==> config.mk <==
export PLATFORM = sky130hd
export DESIGN_NAME = bht_gshare
export DESIGN_NICKNAME = d
export VERILOG_FILES = /design/src/rtl/bht_gshare_pkg.sv /design/src/rtl/bht_sat_ctr_next.sv /design/src/rtl/bht_gshare.sv
export SDC_FILE = /design/constraint.sdc
export NUM_CORES = 1
export LEC_CHECK = 0
export ABC_AREA = 0
export BUFFER_PORTS_ARGS = -buffer_cell sky130_fd_sc_hd__buf_2
export CAP_MARGIN = 10
export CELL_PAD_IN_SITES_DETAIL_PLACEMENT = 0
export CELL_PAD_IN_SITES_GLOBAL_PLACEMENT = 1
export CORE_ASPECT_RATIO = 1.1
export CORE_MARGIN = 4
export CORE_UTILIZATION = 30
export CTS_BUF_LIST = sky130_fd_sc_hd__clkbuf_16
export CTS_CLUSTER_SIZE = 12
export DETAILED_ROUTE_END_ITERATION = 16
export PLACE_DENSITY_LB_ADDON = 0.2
export SKIP_LAST_GASP = 1
export SLEW_MARGIN = 20
export SYNTH_ARGS = -nofsm -noshare
export SYNTH_HDL_FRONTEND = slang
export SYNTH_SLANG_ARGS = --single-unit
==> constraint.sdc <==
create_clock -name clk -period 2.6 [get_ports clk]
set_input_delay 0.26 -clock clk [delete_from_list [all_inputs] [get_ports clk]]
set_output_delay 0.26 -clock clk [all_outputs]
set_load 0.01 [all_outputs]
==> src/rtl/bht_gshare_pkg.sv <==
// Shared constants and counter arithmetic for the gshare/bimodal branch history table.
// Functions work on a 4-bit container so one definition serves every legal CNT_W (1..4).
package bht_gshare_pkg;

   localparam int unsigned DEF_IDX_W = 5;
   localparam int unsigned DEF_CNT_W = 2;
   localparam int unsigned DEF_GHR_W = 0;
   localparam int unsigned MAX_CNT_W = 4;

   // Weakly not-taken: 2^(cnt_w-1)-1, which is 0 for a 1-bit counter.
   function automatic logic [MAX_CNT_W-1:0] bht_ctr_init(input int unsigned cnt_w);
      return MAX_CNT_W'((1 << (cnt_w - 1)) - 1);
   endfunction

   function automatic logic [MAX_CNT_W-1:0] bht_ctr_sat(
      input logic [MAX_CNT_W-1:0] ctr,
      input logic                 taken,
      input int unsigned          cnt_w
   );
      logic [MAX_CNT_W-1:0] max_v;
      max_v = MAX_CNT_W'((1 << cnt_w) - 1);
      if (taken) begin
         return (ctr == max_v) ? ctr : ctr + 1'b1;
      end
      return (ctr == '0) ? ctr : ctr - 1'b1;
   endfunction

endpackage

==> src/rtl/bht_sat_ctr_next.sv <==
// Combinational next value of one saturating direction counter.
module bht_sat_ctr_next
   import bht_gshare_pkg::*;
#(
   parameter int unsigned CNT_W = DEF_CNT_W
) (
   input  logic [CNT_W-1:0] i_ctr,
   input  logic             i_taken,
   output logic [CNT_W-1:0] o_ctr
);

   logic [MAX_CNT_W-1:0] w_wide;

   assign w_wide = bht_ctr_sat(MAX_CNT_W'(i_ctr), i_taken, CNT_W);
   assign o_ctr  = CNT_W'(w_wide);

endmodule

==> src/rtl/bht_gshare.sv <==
// Branch direction predictor: flop table of saturating counters indexed by PC bits,
// optionally XORed with a non-speculative global history (gshare when GHR_W > 0).
module bht_gshare
   import bht_gshare_pkg::*;
#(
   parameter int unsigned IDX_W = DEF_IDX_W,
   parameter int unsigned CNT_W = DEF_CNT_W,
   parameter int unsigned GHR_W = DEF_GHR_W
) (
   input  logic             clk,
   input  logic             reset,
   input  logic             rd_valid,
   input  logic [IDX_W-1:0] rd_idx,
   output logic             pred_valid,
   output logic             pred_taken,
   output logic [CNT_W-1:0] pred_ctr,
   output logic [IDX_W-1:0] pred_tidx,
   input  logic             upd_valid,
   input  logic [IDX_W-1:0] upd_tidx,
   input  logic             upd_taken,
   input  logic             clr
);

   localparam int unsigned DEPTH = 1 << IDX_W;
   localparam logic [CNT_W-1:0] CTR_INIT = CNT_W'(bht_ctr_init(CNT_W));

   logic [CNT_W-1:0] r_tbl [DEPTH];
   logic             r_pred_valid;
   logic             r_pred_taken;
   logic [CNT_W-1:0] r_pred_ctr;
   logic [IDX_W-1:0] r_pred_tidx;

   logic [IDX_W-1:0] w_ghr_ext;
   logic [IDX_W-1:0] w_hidx;
   logic [CNT_W-1:0] w_upd_ctr;
   logic [CNT_W-1:0] w_rd_ctr;
   logic             w_upd_en;
   logic             w_bypass;

   generate
      if (GHR_W == 0) begin : gen_bimodal
         assign w_ghr_ext = '0;
      end else begin : gen_gshare
         logic [GHR_W-1:0] r_ghr;

         // History only advances on resolved branches; lookups this cycle see the old value.
         always_ff @(posedge clk or posedge reset) begin
            if (reset) begin
               r_ghr <= '0;
            end else if (clr) begin
               r_ghr <= '0;
            end else if (upd_valid) begin
               r_ghr <= GHR_W'({r_ghr, upd_taken});
            end
         end

         assign w_ghr_ext = IDX_W'(r_ghr);
      end
   endgenerate

   assign w_hidx   = rd_idx ^ w_ghr_ext;
   assign w_upd_en = upd_valid && !clr;

   bht_sat_ctr_next #(
      .CNT_W (CNT_W)
   ) u_ctr_next (
      .i_ctr   (r_tbl[upd_tidx]),
      .i_taken (upd_taken),
      .o_ctr   (w_upd_ctr)
   );

   // A same-cycle update to the looked-up entry is forwarded so the prediction is never stale.
   assign w_bypass = w_upd_en && (w_hidx == upd_tidx);
   assign w_rd_ctr = w_bypass ? w_upd_ctr : r_tbl[w_hidx];

   always_ff @(posedge clk or posedge reset) begin
      if (reset) begin
         for (int i = 0; i < DEPTH; i++) begin
            r_tbl[i] <= CTR_INIT;
         end
      end else if (clr) begin
         for (int i = 0; i < DEPTH; i++) begin
            r_tbl[i] <= CTR_INIT;
         end
      end else if (upd_valid) begin
         r_tbl[upd_tidx] <= w_upd_ctr;
      end
   end

   // Prediction fields hold when no lookup is accepted; only the valid flag drops.
   always_ff @(posedge clk or posedge reset) begin
      if (reset) begin
         r_pred_valid <= 1'b0;
         r_pred_taken <= 1'b0;
         r_pred_ctr   <= '0;
         r_pred_tidx  <= '0;
      end else if (clr) begin
         r_pred_valid <= 1'b0;
      end else if (rd_valid) begin
         r_pred_valid <= 1'b1;
         r_pred_taken <= w_rd_ctr[CNT_W-1];
         r_pred_ctr   <= w_rd_ctr;
         r_pred_tidx  <= w_hidx;
      end else begin
         r_pred_valid <= 1'b0;
      end
   end

   assign pred_valid = r_pred_valid;
   assign pred_taken = r_pred_taken;
   assign pred_ctr   = r_pred_ctr;
   assign pred_tidx  = r_pred_tidx;

endmodule

[Yosys cells after proc, flatten, opt, wreduce, memory -nomap -nowiden]
Cells that the tools add are included.
Word-level totals
  register bits: 73
  input bits: 16
  output and inout port bits: 9
  word-level logic and storage cells: 72
Operators by class
  $add $sub $neg: 2
  magnitude comparators: 3
  equal/unequal tests: 2
  muxes and demuxes: 19
  bitwise operators: 3
  reduce and logical (&&, ||, !) cells: 7
Operators with widths (number)
  2-to-1 mux 64 bit: 2
  bitwise mux 64 bit: 1
  binary-select mux 2 bit (select 5 bit): 2
  2-to-1 mux 2 bit: 10
  >= comparator 6 bit, second input constant: 2
  NOT 5 -> 6 bit: 2
  demux 2 bit (select 5 bit): 1
  less-than comparator 6 x 1 -> 1 bit, second input constant: 1
  equality test 5 bit: 1
  logical AND 1 bit: 3
  2-to-1 mux 1 bit: 3
  adder 2 x 1 -> 2 bit, second input constant: 1
  equality test 2 bit, second input constant: 1
  logical NOT 2 bit: 1
  AND reduction 2 bit: 1
  nonzero test 2 bit: 1
  subtractor 2 x 1 -> 2 bit, second input constant: 1
  logical NOT 1 bit: 1
  NOT 1 bit: 1

[Logic depth before layout (Yosys ltp)]
  depth after elaboration: 11
  mapped depth: 10
  mapped depth without buffers: 7

[Modules after synthesis]
A second synthesis with hierarchy kept.
Second synthesis, totals
  cells, all modules: 458
  area, all modules: 4520.6 um^2
Modules (own cells, without submodules)
  bht_gshare: times used 1, cells an instance 455, area an instance 4494.3 um^2, sequential area each 1841.8 um^2
  bht_sat_ctr_next: times used 1, cells an instance 3, area an instance 26.3 um^2, sequential area each 0.0 um^2

[Worst setup path before layout]
Ideal clock, no wire load.
  path type: input-to-reg
  start point: input port rd_idx[1]
  end point: register r_pred_taken (netlist: pred_taken)
  setup time: 0.127 ns
  arrival: 2.016 ns
  required time: 2.473 ns
  path slack: 0.457 ns
  stages on the path: 7
  path buffers: 2
  cell sequence: buf_2 -> buf_1 -> mux4_2 -> mux4_2 -> mux2_2 -> a22oi_1 -> o21ai_1
On the way
  word-level cells in the longest chain between the ends: 5
  elaborated cells between the ends (all ways): 7
  classes of those cells: eq/ne (1); mux (4); bitwise (1); reduce/logical (1)
RTL lines
  from (decl): RTL line bht_gshare.sv:13  | input logic [IDX_W-1:0] rd_idx,
  NOT 5 -> 6 bit (implied by the code): RTL line bht_gshare.sv:74  | assign w_rd_ctr = w_bypass ? w_upd_ctr : r_tbl[w_hidx];
  binary-select mux 2 bit (select 5 bit): RTL line bht_gshare.sv:74
  2-to-1 mux 2 bit (implied by the code) (2 in a row): RTL line bht_gshare.sv:74
  2-to-1 mux 2 bit *: RTL line bht_gshare.sv:74
  to (signal assigned): RTL line bht_gshare.sv:101  | r_pred_taken <= w_rd_ctr[CNT_W-1];
  to (decl): RTL line bht_gshare.sv:29  | logic r_pred_taken;
Mark *: on every way between the ends. The rest lies on a longest branch, timed or not. The select of a mux whose other input is x is not followed.
A chain may end at the register's enable or synchronous reset.

[Worst setup path in the final report]
  start point: register r_tbl[31] in the netlist's numbering
  end point: register r_pred_ctr[0] (netlist: pred_ctr[0])
On the way
  word-level cells in the longest chain between the ends: 8
  elaborated cells between the ends (all ways): 10
  classes of those cells: eq/ne (1); mux (8); reduce/logical (1)
RTL lines
  from (decl): RTL line bht_gshare.sv:27  | logic [CNT_W-1:0] r_tbl [DEPTH];
  from (signal, indexed assignment): RTL line bht_gshare.sv:86  | r_tbl[upd_tidx] <= w_upd_ctr;
  binary-select mux 2 bit (select 5 bit) *: RTL line bht_gshare.sv:67  | .i_ctr (r_tbl[upd_tidx]),
  2-to-1 mux 2 bit (implied by the code) * (2 in a row): RTL line bht_gshare.sv:67
  equality test 2 bit: RTL line bht_gshare_pkg.sv:23  | return (ctr == max_v) ? ctr : ctr + 1'b1;
  2-to-1 mux 2 bit: RTL line bht_gshare_pkg.sv:23
  2-to-1 mux 2 bit: RTL line bht_gshare_pkg.sv:22  | if (taken) begin
  2-to-1 mux 2 bit *: RTL line bht_gshare_pkg.sv:25  | return (ctr == '0) ? ctr : ctr - 1'b1;
  2-to-1 mux 2 bit *: RTL line bht_gshare.sv:74
  to (signal assigned): RTL line bht_gshare.sv:102  | r_pred_ctr <= w_rd_ctr;
  to (decl): RTL line bht_gshare.sv:30  | logic [CNT_W-1:0] r_pred_ctr;
Marked as above.

==> results.toml <==
[run_status]
status = "complete, no violations"

[logic_synthesis]
synth_top_flop_cell = "dfrtp_1"
synth_most_common_cell = "nand2_1"
synth_area_per_cell_sq_um = 10.1
leading_area_contributor_after_synthesis = "dfrtp_1"
ys_warn_count = 0
synthesized_nets = 464
synth_commonest_cells = "47 x nand2_1, 42 x nor2_1, 40 x dfrtp_1"
ys_async_sr_fraction_pct = 100
synth_sequential_area_ratio_pct = 40.9
synthTopCellsByArea = "dfrtp_1 22%, dfstp_2 19%, mux4_2 8.5%"
post_synth_edffs = 0
post_syn_area_sq_mm = 0.00450
yosysTopAreaCellShare_pct = 22.2
yosysUniqueCellTypes = 45
synth-seq-cells = 72
post_synth_inst_count = 448

[floorplan]
dieHeight_microns = 137
fp.coreArea_sq_mm = 0.0146
std_cell_rows = 46
io_pins = 25
die_x_microns = 125
initial_utilization_pct = 30.9
design.die.area_sq_mm = 0.0170

[timing]
timing.max_slew.rel_slack_pct = 47.8
max_slew.worst_pin.slew_ns = 0.777
grt_setup_unrepaired = "false"
post-route-min-period_ns = 2.19
timing.fmax_ghz = 0.457
fin_hold_ws_ns = 0.0183
summed_negative_setup_slack_over_all_endpoints_ns = 0
final_worst_path_cycle_share_pct = 84.1
finalClockSkew_ns = 0.00766
setup_viol = 0
slew_violations = 0
final_hold_viol_count = 0

[drt]
route.detailed.wl_per_inst_microns = 20.8
ant_nets = 0
initial_detailed_routing_violation_count = 206
drcViolationCount = 0
drt_wl_total_mm = 13.8
routed-via-count = 3596
drtPass1Iterations = 4
routed_vias_inst = 5.43

[clock_tree]
ctsRootBufferMaster = "clkbuf_16"
clkSlewWorstSetupHoldPaths_ns = 0.06
clock_sinks = 72
ctsHtreeMaxLevel = 3
cts-root-to-sink-buffers = 2
postCtsResizedCells = 0
number_of_buffers_created_by_cts = 9
worstSkewPairLatency_ns = 0.34
ctsHoldBuffers = 0
cts_tree = "done"
post_cts.repair.setup_buffers = 0

[worst_setup_path]
timing_worst_setup_path_type = "reg2reg"
r2r_end = "pred_ctr[0]$_DFFE_PP0P_"
startpoint_type = "register"
worst_setup_path_end_kind = "register"
worst-r2r-setup-slack_ns = 0.41
ff2ff_path_depth = 7
regToRegStartpoint = "r_tbl[31]$_DFFE_PP0P_"
cp.arrival_ns = 2.39
path_max_fanout = 15
cp_data_required_time_ns = 2.81

[pwr]
power_w = 0.00297
powerDensity_mw_per_mm2 = 573
power.static_leakage_nw = 2.11
worst_ir_drop_vdd_mv = 0.273

[placed_design]
port_buffers = 24
detailedPlacementHpwl_mm = 10.1
routabilityCongestion = 0.862
post-place-cells = 646

[global_routing]
pin_count_of_the_biggest_net_entering_global_routing = 46
first_global_vias = 3616
grt_first_pass_wirelength_mm = 22.0
grt_antenna_before_repair = 0
global_route.overflow_total = 0
gr_util_all_layers_pct = 16.7

[finish]
antennaDiodeCount = 0
post_route_cells_drive_above_1_share_pct = 28.1
num-nets-final = 481
layoutNonFillerInstCount = 662
post-route-util_pct = 35.6
flow.area_growth_from_synthesis_pct = 14.9

[worst_hold_path]
holdCritPathClass = "in2async"

[job]
max-cap-violations = 0
## power by group
part | internal [W] | switching [W] | leakage (nW)
Sequential | 0.00115 | 0.0000166 | 0.883
Combinational | 0.000131 | 0.000251 | 1.06
Clock | 0.000932 | 0.000484 | 0.169
Total | 0.00221 | 0.000752 | 2.11
## per-stage QoR
step	setup WS (ns)	instance area [sq um]
after floorplan	0.457	4500
after global placement	0.169	4840
after detailed placement	0.132	4840
after CTS	0.396	5180
after global routing	0.289	5180
final	0.413	5180
## final cells by class
cell class | instances | area [sq um]
repair buffers | 46 | 335
fillers | 1496 | 9380
well taps | 192 | 240
inverters | 23 | 86.3
multi-input cells | 313 | 2340
clock inverters | 7 | 111
flip-flops and latches | 72 | 1840
clock buffers | 9 | 225
## how the worst max path moves through the flow
stage                                      from                       to  depth (start not counted)  slack (ns)
after global placement                rd_idx[0]  pred_ctr[0]$_DFFE_PP0P_                          7        0.17
after global routing      r_tbl[27]$_DFFE_PP0P_    r_tbl[16]$_DFFE_PP1P_                          7        0.29
final                     r_tbl[31]$_DFFE_PP0P_  pred_ctr[0]$_DFFE_PP0P_                          7        0.41
after floorplan                       rd_idx[1]   pred_taken$_DFFE_PP0P_                          7        0.46
after CTS                 r_tbl[31]$_DFFE_PP0P_    r_tbl[28]$_DFFE_PP1P_                          7        0.40
after detailed placement              rd_idx[0]  pred_ctr[0]$_DFFE_PP0P_                          7        0.13
## logic make-up after synthesis
family          after synthesis  synth area share [%]
flops                        72                  40.9
compound gates              108                  18.3
mux                          54                  18.2
xor+xnor                      3                 0.583
fa+ha+maj                     1                 0.250
buf+inv                      63                  7.22
simple gates                147                  14.6
## registers in the layout, indices dropped and copies added (netlist names)
name / cells
r_tbl: 64
pred_ctr: 1
pred_taken: 1
pred_valid: 1
pred_tidx: 5
## per-layer routing
metal	vias to the layer above	global-route usage [%]	wire length, microns
met2	82	27.4	6610
met1	1801	23.0	6260
met3	19	2.89	589
li1	1694	-	-
met4	0	4.82	304
met5	-	0	0
## cell usage in the layout (no fill, tap or decap), types with 2 or more instances in the layout
cell and count:
nand2b_1 4, o31ai_1 3, bufinv_16 3, clkbuf_16 9
a211oi_1 3, inv_1 23, o21ai_1 16, a32oi_1 15
o22ai_1 6, nor2_1 42, buf_12 4, buf_4 18
mux4_2 17, a31oi_1 18, or3b_1 2, nand3_1 7
nand3b_1 3, nand2_1 47, dfstp_2 32, xor2_1 3
buf_2 24, mux2_2 2, and3_1 2, nor4_1 2
a211oi_2 17, nor3_1 32, mux4_1 4, mux2i_1 31
o21ai_0 4, and2_1 3, o32ai_1 4, or3_1 2
a21oi_1 14, dfrtp_1 40
## worst max-delay path, stage by stage (launching register included)
cell and delay (ns):
dfrtp_1 0.40, mux4_2 0.47, a32oi_1 0.30, o21ai_1 0.15
a211o_1 0.30, o21ai_2 0.07, buf_4 0.24, o21ai_1 0.13
Power figures use the tool's default switching activity.
